### src/rtl/rv32im_pkg.sv
// Shared RV32IM definitions: opcodes, control-bus widths and bubble values.
package rv32im_pkg;

    // Base opcodes
    localparam logic [6:0] OPCODE_LOAD   = 7'b0000011;
    localparam logic [6:0] OPCODE_STORE  = 7'b0100011;
    localparam logic [6:0] OPCODE_OP_IMM = 7'b0010011;
    localparam logic [6:0] OPCODE_OP     = 7'b0110011;
    localparam logic [6:0] OPCODE_BRANCH = 7'b1100011;
    localparam logic [6:0] OPCODE_JAL    = 7'b1101111;
    localparam logic [6:0] OPCODE_JALR   = 7'b1100111;
    localparam logic [6:0] OPCODE_LUI    = 7'b0110111;
    localparam logic [6:0] OPCODE_AUIPC  = 7'b0010111;

    // Control-bus widths
    localparam int unsigned BR_SEL_W        = 4;
    localparam int unsigned ALU_OP_W        = 5;
    localparam int unsigned MEM_WRITE_W     = 3;
    localparam int unsigned MEM_READ_W      = 4;
    localparam int unsigned REG_WRITE_SEL_W = 2;
    localparam int unsigned STALL_CNT_W     = 32;

    // MEM_READ[3] marks a load in flight
    localparam int unsigned MEM_READ_LOAD_BIT = 3;

    typedef struct packed {
        logic                       op1_sel;
        logic                       op2_sel;
        logic                       reg_write_en;
        logic [BR_SEL_W-1:0]        br_sel;
        logic [ALU_OP_W-1:0]        alu_op;
        logic [MEM_WRITE_W-1:0]     mem_write;
        logic [MEM_READ_W-1:0]      mem_read;
        logic [REG_WRITE_SEL_W-1:0] reg_write_sel;
    } ex_ctrl_t;

    // Bubble values: no write, no memory access, no branch
    localparam logic                       OP1_SEL_BUBBLE       = 1'b0;
    localparam logic                       OP2_SEL_BUBBLE       = 1'b0;
    localparam logic                       REG_WRITE_EN_BUBBLE  = 1'b0;
    localparam logic [BR_SEL_W-1:0]        BR_SEL_BUBBLE        = '0;
    localparam logic [ALU_OP_W-1:0]        ALU_OP_BUBBLE        = '0;
    localparam logic [MEM_WRITE_W-1:0]     MEM_WRITE_BUBBLE     = '0;
    localparam logic [MEM_READ_W-1:0]      MEM_READ_BUBBLE      = '0;
    localparam logic [REG_WRITE_SEL_W-1:0] REG_WRITE_SEL_BUBBLE = '0;

    localparam ex_ctrl_t EX_CTRL_BUBBLE = '{
        op1_sel:       OP1_SEL_BUBBLE,
        op2_sel:       OP2_SEL_BUBBLE,
        reg_write_en:  REG_WRITE_EN_BUBBLE,
        br_sel:        BR_SEL_BUBBLE,
        alu_op:        ALU_OP_BUBBLE,
        mem_write:     MEM_WRITE_BUBBLE,
        mem_read:      MEM_READ_BUBBLE,
        reg_write_sel: REG_WRITE_SEL_BUBBLE
    };

endpackage

### src/rtl/id_ex_stage_if.sv
// ID/EX pipeline bus: decode-side inputs, EX-side registered outputs, stall info.
interface id_ex_stage_if #(
    parameter int unsigned XLEN      = 32,
    parameter int unsigned REGADDR_W = 5
) ();
    import rv32im_pkg::*;

    logic                       busywait;
    logic                       flush;

    logic [XLEN-1:0]            id_pc;
    logic [XLEN-1:0]            id_data1;
    logic [XLEN-1:0]            id_data2;
    logic [XLEN-1:0]            id_imm;
    logic [REGADDR_W-1:0]       id_rs1;
    logic [REGADDR_W-1:0]       id_rs2;
    logic [REGADDR_W-1:0]       id_rd;
    logic                       id_op1_sel;
    logic                       id_op2_sel;
    logic                       id_reg_write_en;
    logic [BR_SEL_W-1:0]        id_br_sel;
    logic [ALU_OP_W-1:0]        id_alu_op;
    logic [MEM_WRITE_W-1:0]     id_mem_write;
    logic [MEM_READ_W-1:0]      id_mem_read;
    logic [REG_WRITE_SEL_W-1:0] id_reg_write_sel;

    logic [XLEN-1:0]            ex_pc;
    logic [XLEN-1:0]            ex_data1;
    logic [XLEN-1:0]            ex_data2;
    logic [XLEN-1:0]            ex_imm;
    logic [REGADDR_W-1:0]       ex_rs1;
    logic [REGADDR_W-1:0]       ex_rs2;
    logic [REGADDR_W-1:0]       ex_rd;
    logic                       ex_op1_sel;
    logic                       ex_op2_sel;
    logic                       ex_reg_write_en;
    logic [BR_SEL_W-1:0]        ex_br_sel;
    logic [ALU_OP_W-1:0]        ex_alu_op;
    logic [MEM_WRITE_W-1:0]     ex_mem_write;
    logic [MEM_READ_W-1:0]      ex_mem_read;
    logic [REG_WRITE_SEL_W-1:0] ex_reg_write_sel;

    logic                       ex_valid;
    logic                       load_stall;
    logic [STALL_CNT_W-1:0]     stall_count;

    // Decode side / pipeline control
    modport master (
        output busywait, flush,
        output id_pc, id_data1, id_data2, id_imm, id_rs1, id_rs2, id_rd,
        output id_op1_sel, id_op2_sel, id_reg_write_en, id_br_sel, id_alu_op,
        output id_mem_write, id_mem_read, id_reg_write_sel,
        input  ex_pc, ex_data1, ex_data2, ex_imm, ex_rs1, ex_rs2, ex_rd,
        input  ex_op1_sel, ex_op2_sel, ex_reg_write_en, ex_br_sel, ex_alu_op,
        input  ex_mem_write, ex_mem_read, ex_reg_write_sel,
        input  ex_valid, load_stall, stall_count
    );

    // The ID/EX register itself
    modport slave (
        input  busywait, flush,
        input  id_pc, id_data1, id_data2, id_imm, id_rs1, id_rs2, id_rd,
        input  id_op1_sel, id_op2_sel, id_reg_write_en, id_br_sel, id_alu_op,
        input  id_mem_write, id_mem_read, id_reg_write_sel,
        output ex_pc, ex_data1, ex_data2, ex_imm, ex_rs1, ex_rs2, ex_rd,
        output ex_op1_sel, ex_op2_sel, ex_reg_write_en, ex_br_sel, ex_alu_op,
        output ex_mem_write, ex_mem_read, ex_reg_write_sel,
        output ex_valid, load_stall, stall_count
    );

endinterface

### src/rtl/load_use_hazard_unit.sv
// Combinational load-use detection. Register usage is not decoded, so
// LUI/JAL or an I-type rs2 field may cause harmless false stalls.
module load_use_hazard_unit #(
    parameter int unsigned REGADDR_W = 5
) (
    input  logic                 ex_valid,
    input  logic                 ex_is_load,
    input  logic [REGADDR_W-1:0] ex_rd,
    input  logic [REGADDR_W-1:0] id_rs1,
    input  logic [REGADDR_W-1:0] id_rs2,
    input  logic                 flush,
    input  logic                 rst_n,
    output logic                 hazard,
    output logic                 load_stall
);

    // A flush squashes the dependent instruction anyway, so no hold is needed
    always_comb begin
        hazard     = ex_valid & ex_is_load & (ex_rd != '0) &
                     ((ex_rd == id_rs1) | (ex_rd == id_rs2));
        load_stall = hazard & ~flush & rst_n;
    end

endmodule

### src/rtl/id_ex_stage.sv
// ID/EX pipeline register with load-use bubble insertion and stall counter.
module id_ex_stage
    import rv32im_pkg::*;
#(
    parameter int unsigned XLEN      = 32,
    parameter int unsigned REGADDR_W = 5
) (
    input  logic         clk,
    input  logic         rst_n,
    id_ex_stage_if.slave bus
);

    logic                   hazard;
    logic                   valid_q;
    ex_ctrl_t               id_ctrl;
    ex_ctrl_t               ctrl_q;
    logic [XLEN-1:0]        pc_q, data1_q, data2_q, imm_q;
    logic [REGADDR_W-1:0]   rs1_q, rs2_q, rd_q;
    logic [STALL_CNT_W-1:0] count_q;

    load_use_hazard_unit #(
        .REGADDR_W (REGADDR_W)
    ) u_hazard (
        .ex_valid   (valid_q),
        .ex_is_load (ctrl_q.mem_read[MEM_READ_LOAD_BIT]),
        .ex_rd      (rd_q),
        .id_rs1     (bus.id_rs1),
        .id_rs2     (bus.id_rs2),
        .flush      (bus.flush),
        .rst_n      (rst_n),
        .hazard     (hazard),
        .load_stall (bus.load_stall)
    );

    assign id_ctrl = '{
        op1_sel:       bus.id_op1_sel,
        op2_sel:       bus.id_op2_sel,
        reg_write_en:  bus.id_reg_write_en,
        br_sel:        bus.id_br_sel,
        alu_op:        bus.id_alu_op,
        mem_write:     bus.id_mem_write,
        mem_read:      bus.id_mem_read,
        reg_write_sel: bus.id_reg_write_sel
    };

    // Pipeline register: busywait holds, flush/hazard bubble, else capture
    always_ff @(posedge clk or negedge rst_n) begin
        if (!rst_n) begin
            valid_q <= 1'b0;
            ctrl_q  <= EX_CTRL_BUBBLE;
            pc_q    <= {XLEN{1'b0}};
            data1_q <= {XLEN{1'b0}};
            data2_q <= {XLEN{1'b0}};
            imm_q   <= {XLEN{1'b0}};
            rs1_q   <= {REGADDR_W{1'b0}};
            rs2_q   <= {REGADDR_W{1'b0}};
            rd_q    <= {REGADDR_W{1'b0}};
        end else if (!bus.busywait) begin
            if (bus.flush || hazard) begin
                valid_q <= 1'b0;
                ctrl_q  <= EX_CTRL_BUBBLE;
                pc_q    <= {XLEN{1'b0}};
                data1_q <= {XLEN{1'b0}};
                data2_q <= {XLEN{1'b0}};
                imm_q   <= {XLEN{1'b0}};
                rs1_q   <= {REGADDR_W{1'b0}};
                rs2_q   <= {REGADDR_W{1'b0}};
                rd_q    <= {REGADDR_W{1'b0}};
            end else begin
                valid_q <= 1'b1;
                ctrl_q  <= id_ctrl;
                pc_q    <= bus.id_pc;
                data1_q <= bus.id_data1;
                data2_q <= bus.id_data2;
                imm_q   <= bus.id_imm;
                rs1_q   <= bus.id_rs1;
                rs2_q   <= bus.id_rs2;
                rd_q    <= bus.id_rd;
            end
        end
    end

    // Saturating count of hazard bubbles; flush-coincident hazards are not counted
    always_ff @(posedge clk or negedge rst_n) begin
        if (!rst_n) begin
            count_q <= '0;
        end else if (!bus.busywait && !bus.flush && hazard && (count_q != '1)) begin
            count_q <= count_q + 1'b1;
        end
    end

    assign bus.ex_valid         = valid_q;
    assign bus.ex_pc            = pc_q;
    assign bus.ex_data1         = data1_q;
    assign bus.ex_data2         = data2_q;
    assign bus.ex_imm           = imm_q;
    assign bus.ex_rs1           = rs1_q;
    assign bus.ex_rs2           = rs2_q;
    assign bus.ex_rd            = rd_q;
    assign bus.ex_op1_sel       = ctrl_q.op1_sel;
    assign bus.ex_op2_sel       = ctrl_q.op2_sel;
    assign bus.ex_reg_write_en  = ctrl_q.reg_write_en;
    assign bus.ex_br_sel        = ctrl_q.br_sel;
    assign bus.ex_alu_op        = ctrl_q.alu_op;
    assign bus.ex_mem_write     = ctrl_q.mem_write;
    assign bus.ex_mem_read      = ctrl_q.mem_read;
    assign bus.ex_reg_write_sel = ctrl_q.reg_write_sel;
    assign bus.stall_count      = count_q;

endmodule
### src/flat_wrapper.sv
// flat-port wrapper written by rule: the top's interface ports become plain ports
module id_ex_stage_flat import rv32im_pkg::*;
#(
    parameter int unsigned XLEN      = 32,
    parameter int unsigned REGADDR_W = 5
)
  (clk, rst_n, bus_busywait, bus_flush, bus_id_pc, bus_id_data1, bus_id_data2, bus_id_imm, bus_id_rs1, bus_id_rs2, bus_id_rd, bus_id_op1_sel, bus_id_op2_sel, bus_id_reg_write_en, bus_id_br_sel, bus_id_alu_op, bus_id_mem_write, bus_id_mem_read, bus_id_reg_write_sel, bus_ex_pc, bus_ex_data1, bus_ex_data2, bus_ex_imm, bus_ex_rs1, bus_ex_rs2, bus_ex_rd, bus_ex_op1_sel, bus_ex_op2_sel, bus_ex_reg_write_en, bus_ex_br_sel, bus_ex_alu_op, bus_ex_mem_write, bus_ex_mem_read, bus_ex_reg_write_sel, bus_ex_valid, bus_load_stall, bus_stall_count);
  id_ex_stage_if #(.XLEN(XLEN), .REGADDR_W(REGADDR_W)) bus_i ();
  input  logic clk;
  input  logic rst_n;
  input wire logic [$bits(bus_i.busywait)-1:0] bus_busywait;
  input wire logic [$bits(bus_i.flush)-1:0] bus_flush;
  input wire logic [$bits(bus_i.id_pc)-1:0] bus_id_pc;
  input wire logic [$bits(bus_i.id_data1)-1:0] bus_id_data1;
  input wire logic [$bits(bus_i.id_data2)-1:0] bus_id_data2;
  input wire logic [$bits(bus_i.id_imm)-1:0] bus_id_imm;
  input wire logic [$bits(bus_i.id_rs1)-1:0] bus_id_rs1;
  input wire logic [$bits(bus_i.id_rs2)-1:0] bus_id_rs2;
  input wire logic [$bits(bus_i.id_rd)-1:0] bus_id_rd;
  input wire logic [$bits(bus_i.id_op1_sel)-1:0] bus_id_op1_sel;
  input wire logic [$bits(bus_i.id_op2_sel)-1:0] bus_id_op2_sel;
  input wire logic [$bits(bus_i.id_reg_write_en)-1:0] bus_id_reg_write_en;
  input wire logic [$bits(bus_i.id_br_sel)-1:0] bus_id_br_sel;
  input wire logic [$bits(bus_i.id_alu_op)-1:0] bus_id_alu_op;
  input wire logic [$bits(bus_i.id_mem_write)-1:0] bus_id_mem_write;
  input wire logic [$bits(bus_i.id_mem_read)-1:0] bus_id_mem_read;
  input wire logic [$bits(bus_i.id_reg_write_sel)-1:0] bus_id_reg_write_sel;
  output wire logic [$bits(bus_i.ex_pc)-1:0] bus_ex_pc;
  output wire logic [$bits(bus_i.ex_data1)-1:0] bus_ex_data1;
  output wire logic [$bits(bus_i.ex_data2)-1:0] bus_ex_data2;
  output wire logic [$bits(bus_i.ex_imm)-1:0] bus_ex_imm;
  output wire logic [$bits(bus_i.ex_rs1)-1:0] bus_ex_rs1;
  output wire logic [$bits(bus_i.ex_rs2)-1:0] bus_ex_rs2;
  output wire logic [$bits(bus_i.ex_rd)-1:0] bus_ex_rd;
  output wire logic [$bits(bus_i.ex_op1_sel)-1:0] bus_ex_op1_sel;
  output wire logic [$bits(bus_i.ex_op2_sel)-1:0] bus_ex_op2_sel;
  output wire logic [$bits(bus_i.ex_reg_write_en)-1:0] bus_ex_reg_write_en;
  output wire logic [$bits(bus_i.ex_br_sel)-1:0] bus_ex_br_sel;
  output wire logic [$bits(bus_i.ex_alu_op)-1:0] bus_ex_alu_op;
  output wire logic [$bits(bus_i.ex_mem_write)-1:0] bus_ex_mem_write;
  output wire logic [$bits(bus_i.ex_mem_read)-1:0] bus_ex_mem_read;
  output wire logic [$bits(bus_i.ex_reg_write_sel)-1:0] bus_ex_reg_write_sel;
  output wire logic [$bits(bus_i.ex_valid)-1:0] bus_ex_valid;
  output wire logic [$bits(bus_i.load_stall)-1:0] bus_load_stall;
  output wire logic [$bits(bus_i.stall_count)-1:0] bus_stall_count;
  assign bus_i.busywait = bus_busywait;
  assign bus_i.flush = bus_flush;
  assign bus_i.id_pc = bus_id_pc;
  assign bus_i.id_data1 = bus_id_data1;
  assign bus_i.id_data2 = bus_id_data2;
  assign bus_i.id_imm = bus_id_imm;
  assign bus_i.id_rs1 = bus_id_rs1;
  assign bus_i.id_rs2 = bus_id_rs2;
  assign bus_i.id_rd = bus_id_rd;
  assign bus_i.id_op1_sel = bus_id_op1_sel;
  assign bus_i.id_op2_sel = bus_id_op2_sel;
  assign bus_i.id_reg_write_en = bus_id_reg_write_en;
  assign bus_i.id_br_sel = bus_id_br_sel;
  assign bus_i.id_alu_op = bus_id_alu_op;
  assign bus_i.id_mem_write = bus_id_mem_write;
  assign bus_i.id_mem_read = bus_id_mem_read;
  assign bus_i.id_reg_write_sel = bus_id_reg_write_sel;
  assign bus_ex_pc = bus_i.ex_pc;
  assign bus_ex_data1 = bus_i.ex_data1;
  assign bus_ex_data2 = bus_i.ex_data2;
  assign bus_ex_imm = bus_i.ex_imm;
  assign bus_ex_rs1 = bus_i.ex_rs1;
  assign bus_ex_rs2 = bus_i.ex_rs2;
  assign bus_ex_rd = bus_i.ex_rd;
  assign bus_ex_op1_sel = bus_i.ex_op1_sel;
  assign bus_ex_op2_sel = bus_i.ex_op2_sel;
  assign bus_ex_reg_write_en = bus_i.ex_reg_write_en;
  assign bus_ex_br_sel = bus_i.ex_br_sel;
  assign bus_ex_alu_op = bus_i.ex_alu_op;
  assign bus_ex_mem_write = bus_i.ex_mem_write;
  assign bus_ex_mem_read = bus_i.ex_mem_read;
  assign bus_ex_reg_write_sel = bus_i.ex_reg_write_sel;
  assign bus_ex_valid = bus_i.ex_valid;
  assign bus_load_stall = bus_i.load_stall;
  assign bus_stall_count = bus_i.stall_count;
  id_ex_stage #(.XLEN(XLEN), .REGADDR_W(REGADDR_W)) u_core (.clk(clk), .rst_n(rst_n), .bus(bus_i));
endmodule
### config.mk
export PLATFORM = sky130hd
export DESIGN_NAME = id_ex_stage_flat
export DESIGN_NICKNAME = d
export VERILOG_FILES = /design/src/rtl/rv32im_pkg.sv /design/src/rtl/id_ex_stage_if.sv /design/src/rtl/load_use_hazard_unit.sv /design/src/rtl/id_ex_stage.sv /design/src/flat_wrapper.sv
export SDC_FILE = /design/constraint.sdc
export NUM_CORES = 1
export LEC_CHECK = 0
export ABC_AREA = 1
export ABC_CLOCK_PERIOD_IN_PS = 2900
export BUFFER_PORTS_ARGS = -buffer_cell sky130_fd_sc_hd__buf_2
export CORE_AREA = 2 2 142 144
export CTS_CLUSTER_DIAMETER = 50
export DETAILED_ROUTE_END_ITERATION = 8
export DIE_AREA = 0 0 144 146
export PLACE_DENSITY = 0.78
export SLEW_MARGIN = 20
export SYNTH_ARGS = -nofsm -noshare
export SYNTH_HDL_FRONTEND = slang
export SYNTH_SLANG_ARGS = --single-unit
export TNS_END_PERCENT = 1
### constraint.sdc
create_clock -name clk -period 2.9 [get_ports clk]
set_clock_uncertainty 0.2 [all_clocks]
set_input_delay 0.58 -clock clk [delete_from_list [all_inputs] [get_ports clk]]
set_output_delay 0.58 -clock clk [all_outputs]
set_load 0.01 [all_outputs]
Yosys cells after proc, flatten, opt, wreduce, memory -nomap -nowiden:

Index checks and enable logic that the tools add are counted.

* register bits after elaboration: 197
* bits of input ports: 168

* equal/unequal tests: 3
* mux-type cells: 9
* add/sub/neg operators: 1
* bitwise gates (word level): 7
* reductions and logical operators: 7

Operators by type and width (number)
* $mux 32: 4
* $add 32x1->32 const B: 1
* $ne 32x32->1 const B: 1
* $mux 21: 1
* $mux 5: 3
* $eq 5x5->1: 2
* $and 1x1->1: 5
* $reduce_bool 5->1: 1
* $logic_and 1x1->1: 3
* $logic_not 1->1: 2
* $logic_or 1x1->1: 1
* $mux 1: 1
* $not 1->1: 1
* $or 1x1->1: 1

Logic depth before layout (Yosys ltp):

Gate-level depths: netlist (run 1).

* depth in word-level cells: 5
* mapped depth: 11

Hierarchy:

Synthesis (run 1) repeated with hierarchy kept, for this count alone.

* cells, all modules: 1100
* area, all modules: 8748.4 sq um

By module, submodules not included
* id_ex_stage: area each 8521.9 sq um, cells each 1046, instances 1
* load_use_hazard_unit: area each 226.5 sq um, cells each 54, instances 1

Worst setup path after synthesis (run 1):

No wires, ideal clock.

* kind: input port to output port
* start: input bus_id_rs2[4]
* end: output bus_load_stall
* stages: 8
* data arrival time: 1.274 ns
* slack: 0.846 ns
* path through: inv_1 nand2_1 nand2_1 nor2_1 nand3_1 nand2_4 nand3_2 nor2_1

* cells in the longest elaborated chain, start to end: 5

Ends and longest elaborated chain
* from (decl): line flat_wrapper.sv:18 `input wire logic [$bits(bus_i.id_rs2)-1:0] bus_id_rs2;`
* $eq 5x5->1: line load_use_hazard_unit.sv:20 `((ex_rd == id_rs1) | (ex_rd == id_rs2));`
* $or 1x1->1: line load_use_hazard_unit.sv:20
* $and 1x1->1: line load_use_hazard_unit.sv:19 `hazard = ex_valid & ex_is_load & (ex_rd != '0) &`
* $and 1x1->1 (2 in series): line load_use_hazard_unit.sv:21 `load_stall = hazard & ~flush & rst_n;`
* to (decl): line flat_wrapper.sv:44 `output wire logic [$bits(bus_i.load_stall)-1:0] bus_load_stall;`

Every way passes these cells.

Worst setup path after layout (run 1):

* start: register u_core.rd_q[1], in the netlist u_core.bus.ex_rd[1]
* end: output bus_load_stall

* cells in the longest elaborated chain, start to end: 5
* elaborated cells on any way between the ends: 8
* those cells by class: eq/ne: 2; bitwise: 5; reduce/logical: 1

Ends and longest elaborated chain
* from (decl): line id_ex_stage.sv:18 `logic [REGADDR_W-1:0] rs1_q, rs2_q, rd_q;`
* from (signal assigned): line id_ex_stage.sv:57 `rd_q <= {REGADDR_W{1'b0}};`
* from (signal assigned): line id_ex_stage.sv:68 `rd_q <= {REGADDR_W{1'b0}};`
* from (signal assigned): line id_ex_stage.sv:78 `rd_q <= bus.id_rd;`
* $eq 5x5->1 or $reduce_bool 5->1 (tied branches): line load_use_hazard_unit.sv:20, load_use_hazard_unit.sv:19
* $or 1x1->1 or $and 1x1->1 (tied branches): line load_use_hazard_unit.sv:20, load_use_hazard_unit.sv:19
* $and 1x1->1 (*): line load_use_hazard_unit.sv:19
* $and 1x1->1 (*) (2 in series): line load_use_hazard_unit.sv:21

Every way passes the cells marked *; elsewhere a longest branch is shown, timed or not.

==> flow_metrics.tcl, run 1 <==
set metrics [dict create \
    power.leakage_nw 6.75 \
    drt_iter0_drc 534 \
    synth-edff-count 0 \
    power.density_mw_per_mm2 540 \
    overflow 0 \
    core_sq_mm 0.0193 \
    final_area_sq_mm 0.0114 \
    ys.flop_type "dfrtp_1" \
    vias 8423 \
    dp_worst_setup_slack_ps 569 \
    clock-sinks 197 \
    synth_fp_nets 1244 \
    grt_pass1_vias 8294 \
    hold_buffers 1 \
    track_usage_pct 26.1 \
    multi_input_area_sq_mm 0.00347 \
    postPlaceCellArea_sq_mm 0.0108 \
    grt_max_degree 189 \
    tns_ps 0 \
    synthArstFlopShare_pct 100 \
    drt_first_pass_iters 4 \
    fin_crit_ps 2610 \
    start_kind "flip-flop" \
    synth_area_sq_mm 0.00892 \
    wl_per_cell_um 16.0 \
    synthDistinctLibCells 29 \
    start_util_pct 46.2 \
    grt_pass1_wl_um 43200 \
    drive_above_1_share_pct 30.1 \
    ant_nets 0 \
    antenna_found_initial 7 \
    cts_buffers 17 \
    rsz0062_at_grt "no" \
    dieArea_sq_mm 0.0210 \
    die_y_um 146 \
    regArea_sq_mm 0.00493 \
    area_growth_pct 28.1 \
    irDropWorstVdd_uv 381 \
    finalWorstSetupSlack_ps 289 \
    ys_seq_elements 197 \
    whs_ps 168 \
    clock.fmax_mhz 383 \
    drcViolationCount 0 \
    required_ps 2120 \
    arrival_ps 1830 \
    clockRootBuffer "clkbuf_16" \
    place_hpwl_um 19100 \
    drt-total-wl_um 27000 \
    cp_max_fo 5 \
    fin_crit_sh_pct 90.0 \
    setup_viol 0 \
    clockBufferDepth 2 \
    via_per_inst 4.97 \
    finalHoldViolations 0 \
    clk_pin_slew_worst_paths_ps 80 \
    maxCapViolations 0 \
    yosysSeqAreaShare_pct 55.2 \
    synth.avg_cell_area_sq_um 8.30 \
    worstMarginPinSlew_ps 1160 \
    status "finished, final reports clean" \
    synthCells 1075 \
    post_cts_resized 0 \
    max_slew_margin_pct 22.6 \
    ys_warn_count 0 \
    cp-end-kind "primary output" \
    portBuffers 365 \
    hp-class "in -> reg" \
    postCtsSetupRepairBufs 0 \
    clk_latency_ps 420 \
    finalMaxSlewViolations 0 \
    num_rows 51 \
    io_pins 366 \
    gp_congestion 0.922 \
    die_x_um 144 \
    worstSetupPathType "reg -> out" \
    h-tree-depth 4 \
    nNetsFinal 1579 \
    finalPower_mw 6.18 \
    fillerInstances 1740 \
    cts_tree "done" \
]
==> final cells by class <==
cell class,count,share of cell area [%]
clock inverter,13,1.17
inverter,35,1.15
clock buffer,19,3.96
sequential,197,43.1
antenna,7,0.153
timing repair buffer,375,17.2
multi-input combinational,784,30.4
tap,265,2.90
==> synthesized netlist by cell type (3+ instances only) <==
| master | count | share of area (%) |
|---|---|---|
| nand2_1 | 503 | 21 |
| dfrtp_1 | 197 | 55 |
| nand3_1 | 167 | 9.4 |
| nor2_1 | 39 | 1.6 |
| inv_1 | 28 | 1.2 |
| clkbuf_1 | 21 | 0.88 |
| buf_2 | 17 | 0.95 |
| xor2_1 | 17 | 1.7 |
| buf_6 | 15 | 1.9 |
| o21ai_0 | 12 | 0.67 |
| nand3b_1 | 9 | 0.76 |
| nor3_1 | 8 | 0.45 |
| inv_2 | 6 | 0.25 |
| xnor2_1 | 5 | 0.49 |
| nand2_2 | 4 | 0.28 |
| nand4_1 | 4 | 0.28 |
| buf_4 | 3 | 0.25 |
| buf_8 | 3 | 0.50 |
| nand3_2 | 3 | 0.34 |
==> worst max-delay path, cell delays in order (launching register included) <==
cell and delay, ps:
dfrtp_1 490, inv_2 110, nand2_1 70, nand2_1 50, nor2_1 90, nand3_1 120, nand2_4 130, nand3_2 100
nor2_1 100, buf_2 140
==> layer usage <==
metal | up-vias | track usage, % | wire length, um
met1 | 3957 | 32.4 | 10500
met3 | 63 | 7.44 | 2090
met2 | 341 | 42.3 | 13500
li1 | 4062 | - | -
met5 | - | 0 | 0
met4 | 0 | 11.4 | 997
==> cells in the final DEF, fill, tap and decap left out, types with 4 or more instances in the layout <==
cell and n:
inv_1 28, xor2_1 17, dfrtp_1 197, nor2_1 39
o21ai_0 12, buf_12 4, diode_2 7, nand3_1 167
nand3b_1 9, nand4_1 4, clkbuf_16 17, buf_2 363
nor3_1 8, buf_4 6, xnor2_1 5, nand2_1 503
inv_2 6
==> path summary, 6_finish.rpt <==
kind / start / end / slack (ps) / depth (start not counted)
setup / recovery: u_core.bus.ex_rd[1] / bus_load_stall / 290 / 9
hold / removal: bus_id_data2[9] / u_core.bus.ex_data2[9] / 170 / 3
setup reg to reg: u_core.bus.stall_count[0] / u_core.bus.stall_count[29] / 650 / 11
hold reg to reg: u_core.bus.ex_imm[3] / u_core.bus.ex_imm[3] / 280 / 2
max in group asynchronous: rst_n / u_core.bus.ex_data2[21] / 850 / 3
min in group asynchronous: rst_n / u_core.bus.ex_imm[20] / 340 / 2
==> report_power, final <==
| part | internal (mW) | leakage (nW) | switching, mW | total [mW] |
|---|---|---|---|---|
| clock | 1.19 | 0.282 | 1.15 | 2.34 |
| combinational | 0.317 | 3.87 | 0.477 | 0.793 |
| sequential | 2.93 | 2.60 | 0.115 | 3.04 |
| total | 4.44 | 6.75 | 1.74 | 6.18 |
==> logic make-up after synthesis <==
kind of cell	synth area share, %
and+or+nand+nor	35.8
xor gates and xnor gates	2.16
AOI/OAI and AO/OA	0.673
buffers and inverters	5.96
DFF	55.2
adders and majority gates	0.140
==> metrics by stage <==
stage          utilization, %  std cells
2_1_floorplan               -       1075
3_3_place_gp             56.0       1655
3_5_place_dp             56.0       1655
4_1_cts                  59.1       1688
5_1_grt                  59.1       1695
6_report                 59.1       1695
==> registers in the layout, summed over array words and instances, names as in the netlist <==
register                     cells
u_core.bus.ex_rs2                5
u_core.bus.ex_mem_read           4
u_core.bus.ex_op2_sel            1
u_core.bus.ex_reg_write_sel      2
u_core.bus.ex_imm               32
u_core.bus.ex_mem_write          3
u_core.bus.ex_op1_sel            1
u_core.bus.ex_rs1                5
u_core.bus.ex_br_sel             4
u_core.bus.stall_count          32
u_core.bus.ex_rd                 5
u_core.bus.ex_data2             32
u_core.bus.ex_data1             32
u_core.bus.ex_valid              1
u_core.bus.ex_reg_write_en       1
u_core.bus.ex_alu_op             5
u_core.bus.ex_pc                32
No activity file was read; power rests on OpenSTA's default activity.
==> inputs of run 2 (changes only) <==
--- a/config.mk
+++ b/config.mk
@@ -5,14 +5,14 @@
 export SDC_FILE = /design/constraint.sdc
 export NUM_CORES = 1
 export LEC_CHECK = 0
-export ABC_AREA = 1
 export ABC_CLOCK_PERIOD_IN_PS = 2900
 export BUFFER_PORTS_ARGS = -buffer_cell sky130_fd_sc_hd__buf_2
+export CAP_MARGIN = 15
 export CORE_AREA = 2 2 142 144
 export CTS_CLUSTER_DIAMETER = 50
 export DETAILED_ROUTE_END_ITERATION = 8
 export DIE_AREA = 0 0 144 146
-export PLACE_DENSITY = 0.78
+export PLACE_DENSITY = 0.69
 export SLEW_MARGIN = 20
 export SYNTH_ARGS = -nofsm -noshare
 export SYNTH_HDL_FRONTEND = slang
==> run 2 against run 1 <==
- global-route usage shrank 7.1 points
- combinational power shrank 2%
- sequential cell count is the same
- first-iteration DRC count shrank 38%
- fmax shrank 8.1%
- critical path depth shrank 4
- register-to-register slack lost 320 ps
- count of clock-buffer cells in the layout shrank 1
- worst hold slack lost 130 ps
- via count shrank 31%
- critical path type unchanged
==> flow_metrics.tcl, run 2 <==
set metrics [dict create \
    status "finished, final reports clean" \
    yosysMostFrequentCell "dfrtp_1" \
    cp_max_fo 5 \
    gp_congestion 0.787 \
    clk_latency_ps 420 \
    power.density_mw_per_mm2 612 \
    finalMaxSlewViolations 0 \
    vias 5809 \
    portBuffers 365 \
    postPlaceCellArea_sq_mm 0.00950 \
    nNetsFinal 1056 \
    dieArea_sq_mm 0.0210 \
    worstMarginPinSlew_ps 975 \
    fillerInstances 1702 \
    yosys.area.top_type "dfrtp_1" \
    fin_crit_sh_pct 98.0 \
    overflow 0 \
    yosysSeqAreaShare_pct 66.3 \
    final_area_sq_mm 0.0102 \
    synth_fp_nets 696 \
    grt_pass1_wl_um 31400 \
    grt_max_degree 102 \
    finalWorstSetupSlack_ps 57.7 \
    die_x_um 144 \
    drt_iter0_drc 333 \
    io_pins 366 \
    area_growth_pct 36.8 \
    track_usage_pct 19.0 \
    finalHoldViolations 0 \
    final_common_cell "buf_2" \
    die_y_um 146 \
    maxCapViolations 0 \
    rr_startpoint "u_core.bus.ex_rd[2]" \
    power.leakage_nw 5.53 \
    synthCells 527 \
    cts_buffers 17 \
    hold_buffers 0 \
    cp-end-kind "primary output" \
    ys_seq_elements 197 \
    dp_worst_setup_slack_ps 269 \
    clock.fmax_mhz 352 \
    clockRootBuffer "clkbuf_16" \
    drive_above_1_share_pct 46.9 \
    hp-class "in -> async" \
    synth_area_leaders "dfrtp_1, a22o_1, xnor2_1, buf_4, nand4_1" \
    max_slew_margin_pct 35.0 \
    drt-total-wl_um 20300 \
    drt_first_pass_iters 4 \
    synth-edff-count 0 \
    final_cell_mix "buf_2, dfrtp_1, a22o_1, xnor2_1" \
    arrival_ps 2060 \
    ys.flop_type "dfrtp_1" \
    worstSetupPathType "reg -> out" \
    clk_pin_slew_worst_paths_ps 70 \
    r2r_cells 7 \
    crit_end "bus_load_stall" \
    ys_warn_count 0 \
    antenna_cells 0 \
    wl_per_cell_um 17.5 \
    synthArstFlopShare_pct 100 \
    ant_nets 0 \
    antenna_found_initial 0 \
    synth.avg_cell_area_sq_um 14.1 \
    r2r_slack_ps 330 \
    drcViolationCount 0 \
    irDropWorstVdd_uv 432 \
    synth_top_area_share_pct 66.3 \
    grt_pass1_vias 5820 \
    start_util_pct 38.5 \
    required_ps 2120 \
    synth_area_sq_mm 0.00744 \
    num_rows 51 \
    via_per_inst 4.99 \
    core_sq_mm 0.0193 \
    clockBufferDepth 2 \
    clock-sinks 197 \
    tns_ps 0 \
    r2r-end "u_core.bus.ex_data2[16]" \
    synth_commonest_cells "dfrtp_1, a22o_1, xnor2_1" \
    setup_viol 0 \
    place_hpwl_um 14200 \
    synthDistinctLibCells 29 \
    cp-startpoint "u_core.bus.ex_rd[2]" \
    cts_tree "done" \
    fin_crit_ps 2840 \
    h-tree-depth 4 \
    start_kind "flip-flop" \
]
## run 2: cell count changes after synthesis, sizes merged, moves of 3 or more
cell / before / now
buf: 38 / 21
nor3: 10 / 4
nand3: 170 / 16
nor2: 44 / 16
inv: 34 / 1
nand4: 5 / 17
a22o: 0 / 164
nand2: 509 / 13
xor2: 17 / 11
clkbuf: 21 / 18
xnor2: 5 / 30
nand3b: 9 / 0
o21ai: 12 / 0
and3: 0 / 6
## run 2: timing repair
| action | CTS | global route |
|---|---|---|
| gates resized for setup | 3 | 8 |
| setup endpoints to repair | 1 | 1 |
| setup buffers | 1 | 5 |
| cloned | 0 | 0 |
| pin swaps | 1 | 2 |
## run 2: logic make-up (layout without fill, tap and decap cells)
kind of cell / after synthesis / after routing / synth area share [%]
DFF: 197 / 197 / 66.3
adders and majority gates: 1 / 1 / 0.168
muxes: 1 / 1 / 0.151
AOI/OAI and AO/OA: 167 / 167 / 19.7
xor gates and xnor gates: 41 / 41 / 4.83
and+or+nand+nor: 80 / 80 / 5.75
buffers and inverters: 40 / 412 / 3.15
## run 2: report_power, final
part / switching (mW) / total, mW / internal, mW / leakage [nW]
sequential: 0.113 / 3.04 / 2.93 / 2.59
combinational: 0.400 / 0.778 / 0.377 / 2.65
clock: 1.10 / 2.41 / 1.30 / 0.289
## run 2: how the worst min path moves through the flow
| stage | from | to | slack [ps] |
|---|---|---|---|
| finish | rst_n | u_core.bus.stall_count[13] | 40 |
| global route | rst_n | u_core.bus.stall_count[13] | 80 |
| CTS | rst_n | u_core.bus.ex_imm[24] | 70 |
| detailed placement | u_core.bus.stall_count[23] | u_core.bus.stall_count[23] | 290 |
| global placement | u_core.bus.stall_count[31] | u_core.bus.stall_count[31] | 290 |
| floorplan | rst_n | u_core.bus.ex_alu_op[0] | 80 |
## run 2: through the flow
step	util, %	hold slack, ps	power [mW]	cells
final	52.6	35.6	6.22	1164
after global routing	52.6	81.8	6.50	1164
after CTS	52.3	65.6	6.28	1159
after detailed placement	49.1	287	3.86	1127
after global placement	49.1	288	3.84	1127
after floorplan	-	84.4	3.43	527
## run 2: critical path, cell delays in order, from the launching register on
cell and delay [ps]:
dfrtp_2 450, or4_4 540, o211ai_4 240, nor2b_4 60, and3b_1 210, buf_2 140
## run 2: metal layers
layer | share of wire [%] | wire [um] | GRT usage (%)
met3 | 7.8 | 1590 | 6.05
met1 | 41 | 8290 | 23.7
met2 | 50 | 10100 | 31.5
met4 | 1.6 | 329 | 5.69
met5 | 0 | 0 | 0
## run 2: layout make-up
cell class	instances	area, sq um	share of cell area, %
well taps	265	332	3.26
multi-input cells	290	2310	22.7
clock inverters	13	161	1.59
repair buffers	380	2000	19.7
clock buffers	18	429	4.22
inverters	1	3.75	0.0369
flip-flops and latches	197	4940	48.5
